$ cat config.mk
export PLATFORM = sky130hd
export DESIGN_NAME = time_keeper
export DESIGN_NICKNAME = d
export VERILOG_FILES = /design/src/rtl/time_pkg.sv /design/src/rtl/btn_pulse.sv /design/src/rtl/time_keeper.sv
export SDC_FILE = /design/constraint.sdc
export NUM_CORES = 1
export LEC_CHECK = 0
export CAP_MARGIN = 30
export CORE_ASPECT_RATIO = 0.5
export CORE_UTILIZATION = 55
export CTS_CLUSTER_SIZE = 20
export DETAILED_ROUTE_END_ITERATION = 8
export HOLD_SLACK_MARGIN = 0.03
export PLACE_DENSITY = 0.77
export SLEW_MARGIN = 10
export SYNTH_ARGS = -nofsm -noshare
export SYNTH_HDL_FRONTEND = slang
export SYNTH_SLANG_ARGS = --single-unit
export TNS_END_PERCENT = 10
$ cat constraint.sdc
create_clock -name clk -period 3.2 [get_ports clk]
set_input_delay 0.64 -clock clk [delete_from_list [all_inputs] [get_ports clk]]
set_output_delay 0.64 -clock clk [all_outputs]
set_load 0.05 [all_outputs]
$ cat src/rtl/time_pkg.sv
// time_pkg: shared mode encoding, field limits and reset defaults for the alarm clock.
package time_pkg;
  typedef enum logic [2:0] {
    RUN         = 3'd0,
    SET_CLK_HR  = 3'd1,
    SET_CLK_MIN = 3'd2,
    SET_ALM_HR  = 3'd3,
    SET_ALM_MIN = 3'd4
  } mode_t;
  localparam logic [5:0] MAX_HR      = 6'd23;
  localparam logic [5:0] MAX_MIN     = 6'd59;
  localparam logic [5:0] MAX_SEC     = 6'd59;
  localparam logic [5:0] ALM_HR_RST  = 6'd7;
  localparam logic [5:0] ALM_MIN_RST = 6'd0;
endpackage

$ cat src/rtl/btn_pulse.sv
// btn_pulse: rising-edge detector; resets to "previously high" so a held button is ignored.
module btn_pulse (
  input  logic clk,
  input  logic rst,
  input  logic d,
  output logic pulse
);
  logic prev_q;
  always_ff @(posedge clk)
    if (rst) prev_q <= 1'b1;
    else prev_q <= d;
  assign pulse = d & ~prev_q;
endmodule

$ cat src/rtl/time_keeper.sv
// time_keeper: 1 Hz prescaler, 24 h wall clock, alarm storage and button-driven set-mode FSM.
module time_keeper
  import time_pkg::*;
#(
  parameter int TICK_DIV  = 100_000_000,
  parameter int IDLE_SECS = 30
) (
  input  logic       clk,
  input  logic       rst,
  input  logic [3:0] btn,
  output logic [5:0] c_hour,
  output logic [5:0] c_min,
  output logic [5:0] c_sec,
  output logic [5:0] a_hr,
  output logic [5:0] a_min,
  output logic [2:0] mode,
  output logic       tick
);
  localparam int PW = (TICK_DIV > 1) ? $clog2(TICK_DIV) : 1;
  localparam int IW = $clog2(IDLE_SECS + 1);
  function automatic logic [5:0] wrap(input logic [5:0] v, input logic [5:0] max, input logic up, input logic dn);
    return up ? (v == max ? 6'd0 : v + 6'd1) : dn ? (v == 6'd0 ? max : v - 6'd1) : v;
  endfunction
  logic [3:0] p;
  for (genvar i = 0; i < 4; i++) begin : g_btn
    btn_pulse u_pulse (.clk(clk), .rst(rst), .d(btn[i]), .pulse(p[i]));
  end
  mode_t          state_q, state_d;
  logic [PW-1:0]  pre_q, pre_d;
  logic [IW-1:0]  idle_q, idle_d;
  logic [5:0]     c_hour_q, c_hour_d, c_min_q, c_min_d, c_sec_q, c_sec_d;
  logic [5:0]     a_hr_q, a_hr_d, a_min_q, a_min_d;
  logic           legal, set_any, clk_set, timeout, adj, up, dn, run_clk, sec_wrap, min_wrap;
  assign tick     = pre_q == PW'(TICK_DIV - 1);
  assign legal    = state_q <= SET_ALM_MIN;
  assign set_any  = legal && state_q != RUN;
  assign clk_set  = state_q == SET_CLK_HR || state_q == SET_CLK_MIN;
  assign timeout  = set_any && p == 4'd0 && tick && idle_q == IW'(IDLE_SECS - 1);
  assign adj      = set_any && !p[0] && (p[1] ^ p[2]);
  assign up       = adj && p[1];
  assign dn       = adj && p[2];
  // Entering SET_CLK_HR zeroes seconds, so that edge does no counting.
  assign run_clk  = tick && (state_q == RUN ? !p[0] : (state_q == SET_ALM_HR || state_q == SET_ALM_MIN));
  assign sec_wrap = c_sec_q == MAX_SEC;
  assign min_wrap = c_min_q == MAX_MIN;
  always_comb begin
    state_d  = !legal ? RUN : p[0] ? (state_q == SET_ALM_MIN ? RUN : mode_t'(state_q + 3'd1)) : timeout ? RUN : state_q;
    pre_d    = (clk_set && state_d == RUN) || tick ? '0 : pre_q + PW'(1);
    idle_d   = (state_d == RUN || |p) ? '0 : tick ? idle_q + IW'(1) : idle_q;
    c_sec_d  = (state_q == RUN && p[0]) ? 6'd0 : run_clk ? (sec_wrap ? 6'd0 : c_sec_q + 6'd1) : c_sec_q;
    c_min_d  = (run_clk && sec_wrap) ? wrap(c_min_q, MAX_MIN, 1'b1, 1'b0)
             : state_q == SET_CLK_MIN ? wrap(c_min_q, MAX_MIN, up, dn) : c_min_q;
    c_hour_d = (run_clk && sec_wrap && min_wrap) ? wrap(c_hour_q, MAX_HR, 1'b1, 1'b0)
             : state_q == SET_CLK_HR ? wrap(c_hour_q, MAX_HR, up, dn) : c_hour_q;
    a_hr_d   = state_q == SET_ALM_HR ? wrap(a_hr_q, MAX_HR, up, dn) : a_hr_q;
    a_min_d  = state_q == SET_ALM_MIN ? wrap(a_min_q, MAX_MIN, up, dn) : a_min_q;
  end
  always_ff @(posedge clk)
    if (rst) begin
      state_q  <= RUN;
      pre_q    <= '0;
      idle_q   <= '0;
      c_hour_q <= 6'd0;
      c_min_q  <= 6'd0;
      c_sec_q  <= 6'd0;
      a_hr_q   <= ALM_HR_RST;
      a_min_q  <= ALM_MIN_RST;
    end else begin
      state_q  <= state_d;
      pre_q    <= pre_d;
      idle_q   <= idle_d;
      c_hour_q <= c_hour_d;
      c_min_q  <= c_min_d;
      c_sec_q  <= c_sec_d;
      a_hr_q   <= a_hr_d;
      a_min_q  <= a_min_d;
    end
  assign c_hour = c_hour_q;
  assign c_min  = c_min_q;
  assign c_sec  = c_sec_q;
  assign a_hr   = a_hr_q;
  assign a_min  = a_min_q;
  assign mode   = state_q;
endmodule

==> impl_metrics.ini <==
[timing]
post-route-period-util_pct = 84.8
fin_ws_ns = 0.486
fin_setup_tns_ns = 0
finalSetupViolations = 0
slew_headroom_pct = 53.1
slew_viol_final = 0
fmax_ghz = 0.369
skew_ns = 0.00789
period_minus_slack_ns = 2.71
rsz0062_at_grt = no
worst_pin_slew_ns = 0.698
hold_viol_final = 0

[final_layout]
layout-drive-gt1-share_pct = 7.76
antennaDiodeCount = 0
nNetsFinal = 606
area_delta_synth_final_pct = 18.8

[worst_setup_path]
worstPathArrival_ns = 2.99
endpoint_kind = register
cp_data_required_time_ns = 3.48
crit_family = simple AND/OR/NAND/NOR gates
r2r_end = c_min[0]
worstSetupPathDepth = 9
start_kind = register
reg2reg_depth = 9
crit_chain = inv_1 -> ha_1 -> ha_1 -> and3b_1 -> nor2_1 -> nand4_1 -> and2_1 -> nor4_1 -> a31o_2
path_buf_inv = 1
cp_slowest_cell = dfxtp_1
rrSetupSlack_ns = 0.49
cp_max_fo = 12
path_class = register to register
cpMostUsedCell = ha_1
crit_path_start = mode[0]
reg2reg_from = mode[0]
critPathMaxStageDelay_ns = 0.45
crit_path_end = c_min[0]

[power_and_ir_drop]
p_per_area_nw_per_um2 = 400
leakage_nw = 1.90
total_power_w = 0.00202
vdd_ir_drop_max_v = 0.000233

[clock_tree]
clock_sinks = 69
numCtsBuffers = 9
h-tree-depth = 3
cts_tree = done
path_clk_slew_ns = 0.05
cts_resized = 0
clock_latency_ns = 0.34
clockBufferDepth = 2
post_cts.repair.setup_buffers = 0
cts_root_buffer = clkbuf_16
hold_buffers = 0

[synth]
synth_cell_type_count = 63
yosys_register_bits = 69
synthArstFlopShare_pct = 0
synth_flop_cell = dfxtp_1
ys_seq_area_share_pct = 32.6
syn_nets = 573
avgSynthCellArea_sq_um = 7.81
yosysWarnings = 0
synth_area_sq_um = 4240
netlist_instances = 543
synth-edff-count = 0

[placed_design]
place_ws_ns = 0.259
io_buffers = 39
place_hpwl_microns = 6830
gp_congestion = 0.866

[global_routing]
antenna_found_initial = 0
grt_max_degree = 23
grt_pass1_vias = 3619
grt_pass1_wl_microns = 16500
grt_use_total_pct = 25.6
gr-total-overflow = 0

[drt]
num_vias = 3948
wl_microns = 9710
via_per_inst = 5.84
drtIter0Drc = 332
ant_nets = 0
post_drt_wl_per_cell_microns = 14.4
firstDrtPassIters = 5
drc = 0

[die]
coreArea_sq_um = 7400
die_h_microns = 64.1
dieArea_sq_um = 8080
rows = 22
die_x_microns = 126
initial_core_util_pct = 57.2
ioPinCount = 40

[run_status]
outcome = finished, final reports clean

[worst_hold_path]
hold_path_class = register to register

[job]
maxCapViolCount = 0
==> worst min-delay path by stage <==
| stage | startpoint | endpoint | slack, ns | depth (start not counted) |
|---|---|---|---|---|
| finish | pre_q[0] | pre_q[0] | 0.47 | 1 |
| global placement | pre_q[0] | pre_q[0] | 0.44 | 1 |
| floorplan | pre_q[0] | pre_q[0] | 0.43 | 1 |
| detailed placement | pre_q[0] | pre_q[0] | 0.46 | 1 |
| global route | pre_q[0] | pre_q[0] | 0.48 | 1 |
| CTS | pre_q[0] | pre_q[0] | 0.46 | 1 |
==> logic make-up after synthesis <==
family	after synthesis	share of synthesized area [%]
DFF	69	32.6
muxes	5	1.24
AOI/OAI and AO/OA	89	14.0
buffers and inverters	48	4.31
and+or+nand+nor	265	31.9
adders and majority gates	24	7.08
xor gates and xnor gates	43	8.88
==> sequential cells by signal, indices dropped and copies added, names as in the netlist <==
signal,count
mode,3
c_min,6
idle_q,5
g_btn.u_pulse.prev_q,4
pre_q,27
c_hour,6
c_sec,6
a_min,6
a_hr,6
==> routing by layer <==
| metal | GRT usage [%] | share of wire, % | vias up |
|---|---|---|---|
| li1 | - | - | 1990 |
| met1 | 34.6 | 49 | 1859 |
| met2 | 40.5 | 45 | 89 |
| met3 | 6.53 | 5.2 | 10 |
| met4 | 7.08 | 0.75 | 0 |
| met5 | 0 | 0 | - |
==> metrics by stage <==
stage | instance area (sq um) | hold slack [ns] | util (%) | cells
6_report | 5040 | 0.466 | 68.0 | 676
5_1_grt | 5040 | 0.481 | 68.0 | 676
4_1_cts | 5040 | 0.464 | 68.0 | 676
3_5_place_dp | 4720 | 0.455 | 63.8 | 661
3_3_place_gp | 4720 | 0.439 | 63.8 | 661
2_1_floorplan | 4240 | 0.426 | - | 543
==> cells in the mapped netlist (all sizes together) (13+ instances only) <==
cell | instances | area [sq um]
nor2 | 77 | 289
dfxtp | 69 | 1380
nand2 | 51 | 191
a21oi | 30 | 154
nand3 | 30 | 155
clkbuf | 25 | 93.8
ha | 24 | 300
nor3 | 23 | 115
nand4 | 22 | 144
xnor2 | 22 | 193
xor2 | 21 | 184
inv | 20 | 75.1
o21ai | 13 | 65.1
==> final cells by class <==
cell class,count,area (sq um)
inverter,20,75.1
sequential,69,1380
clock inverter,4,72.6
tap,96,120
clock buffer,11,243
timing repair buffer,50,470
fill,631,2370
multi-input combinational,426,2680
==> power by group <==
group | internal (W) | total, W | switching, W
Sequential | 0.000867 | 0.000874 | 0.00000675
Clock | 0.000697 | 0.00106 | 0.000362
Combinational | 0.0000324 | 0.0000828 | 0.0000503
==> worst register-to-register path: stages, from the launching register on <==
cell,delay [ns]
dfxtp_1,0.45
inv_1,0.10
ha_1,0.24
ha_1,0.20
and3b_1,0.20
nor2_1,0.19
nand4_1,0.45
and2_1,0.40
nor4_1,0.29
a31o_2,0.14
==> layout by cell type (no fill, tap or decap), types with 3 or more instances in the layout <==
cell	instances
o211ai_1	4
a21oi_1	29
dfxtp_1	69
a31oi_1	3
or2_2	6
nand4_1	21
nor2b_1	10
nor4_1	3
nand2_1	51
clkdlybuf4s50_1	38
xnor2_1	22
nor2_1	77
nand2b_1	10
nand3_1	29
and3_1	5
and4_1	5
nor4b_1	4
a22oi_1	4
inv_1	20
a221oi_1	3
nor3_1	23
xor2_1	21
ha_1	24
a311oi_1	4
buf_4	12
mux2i_1	3
o21ai_0	13
clkbuf_16	9
or3_1	5
(Power assumes the default switching activity.)
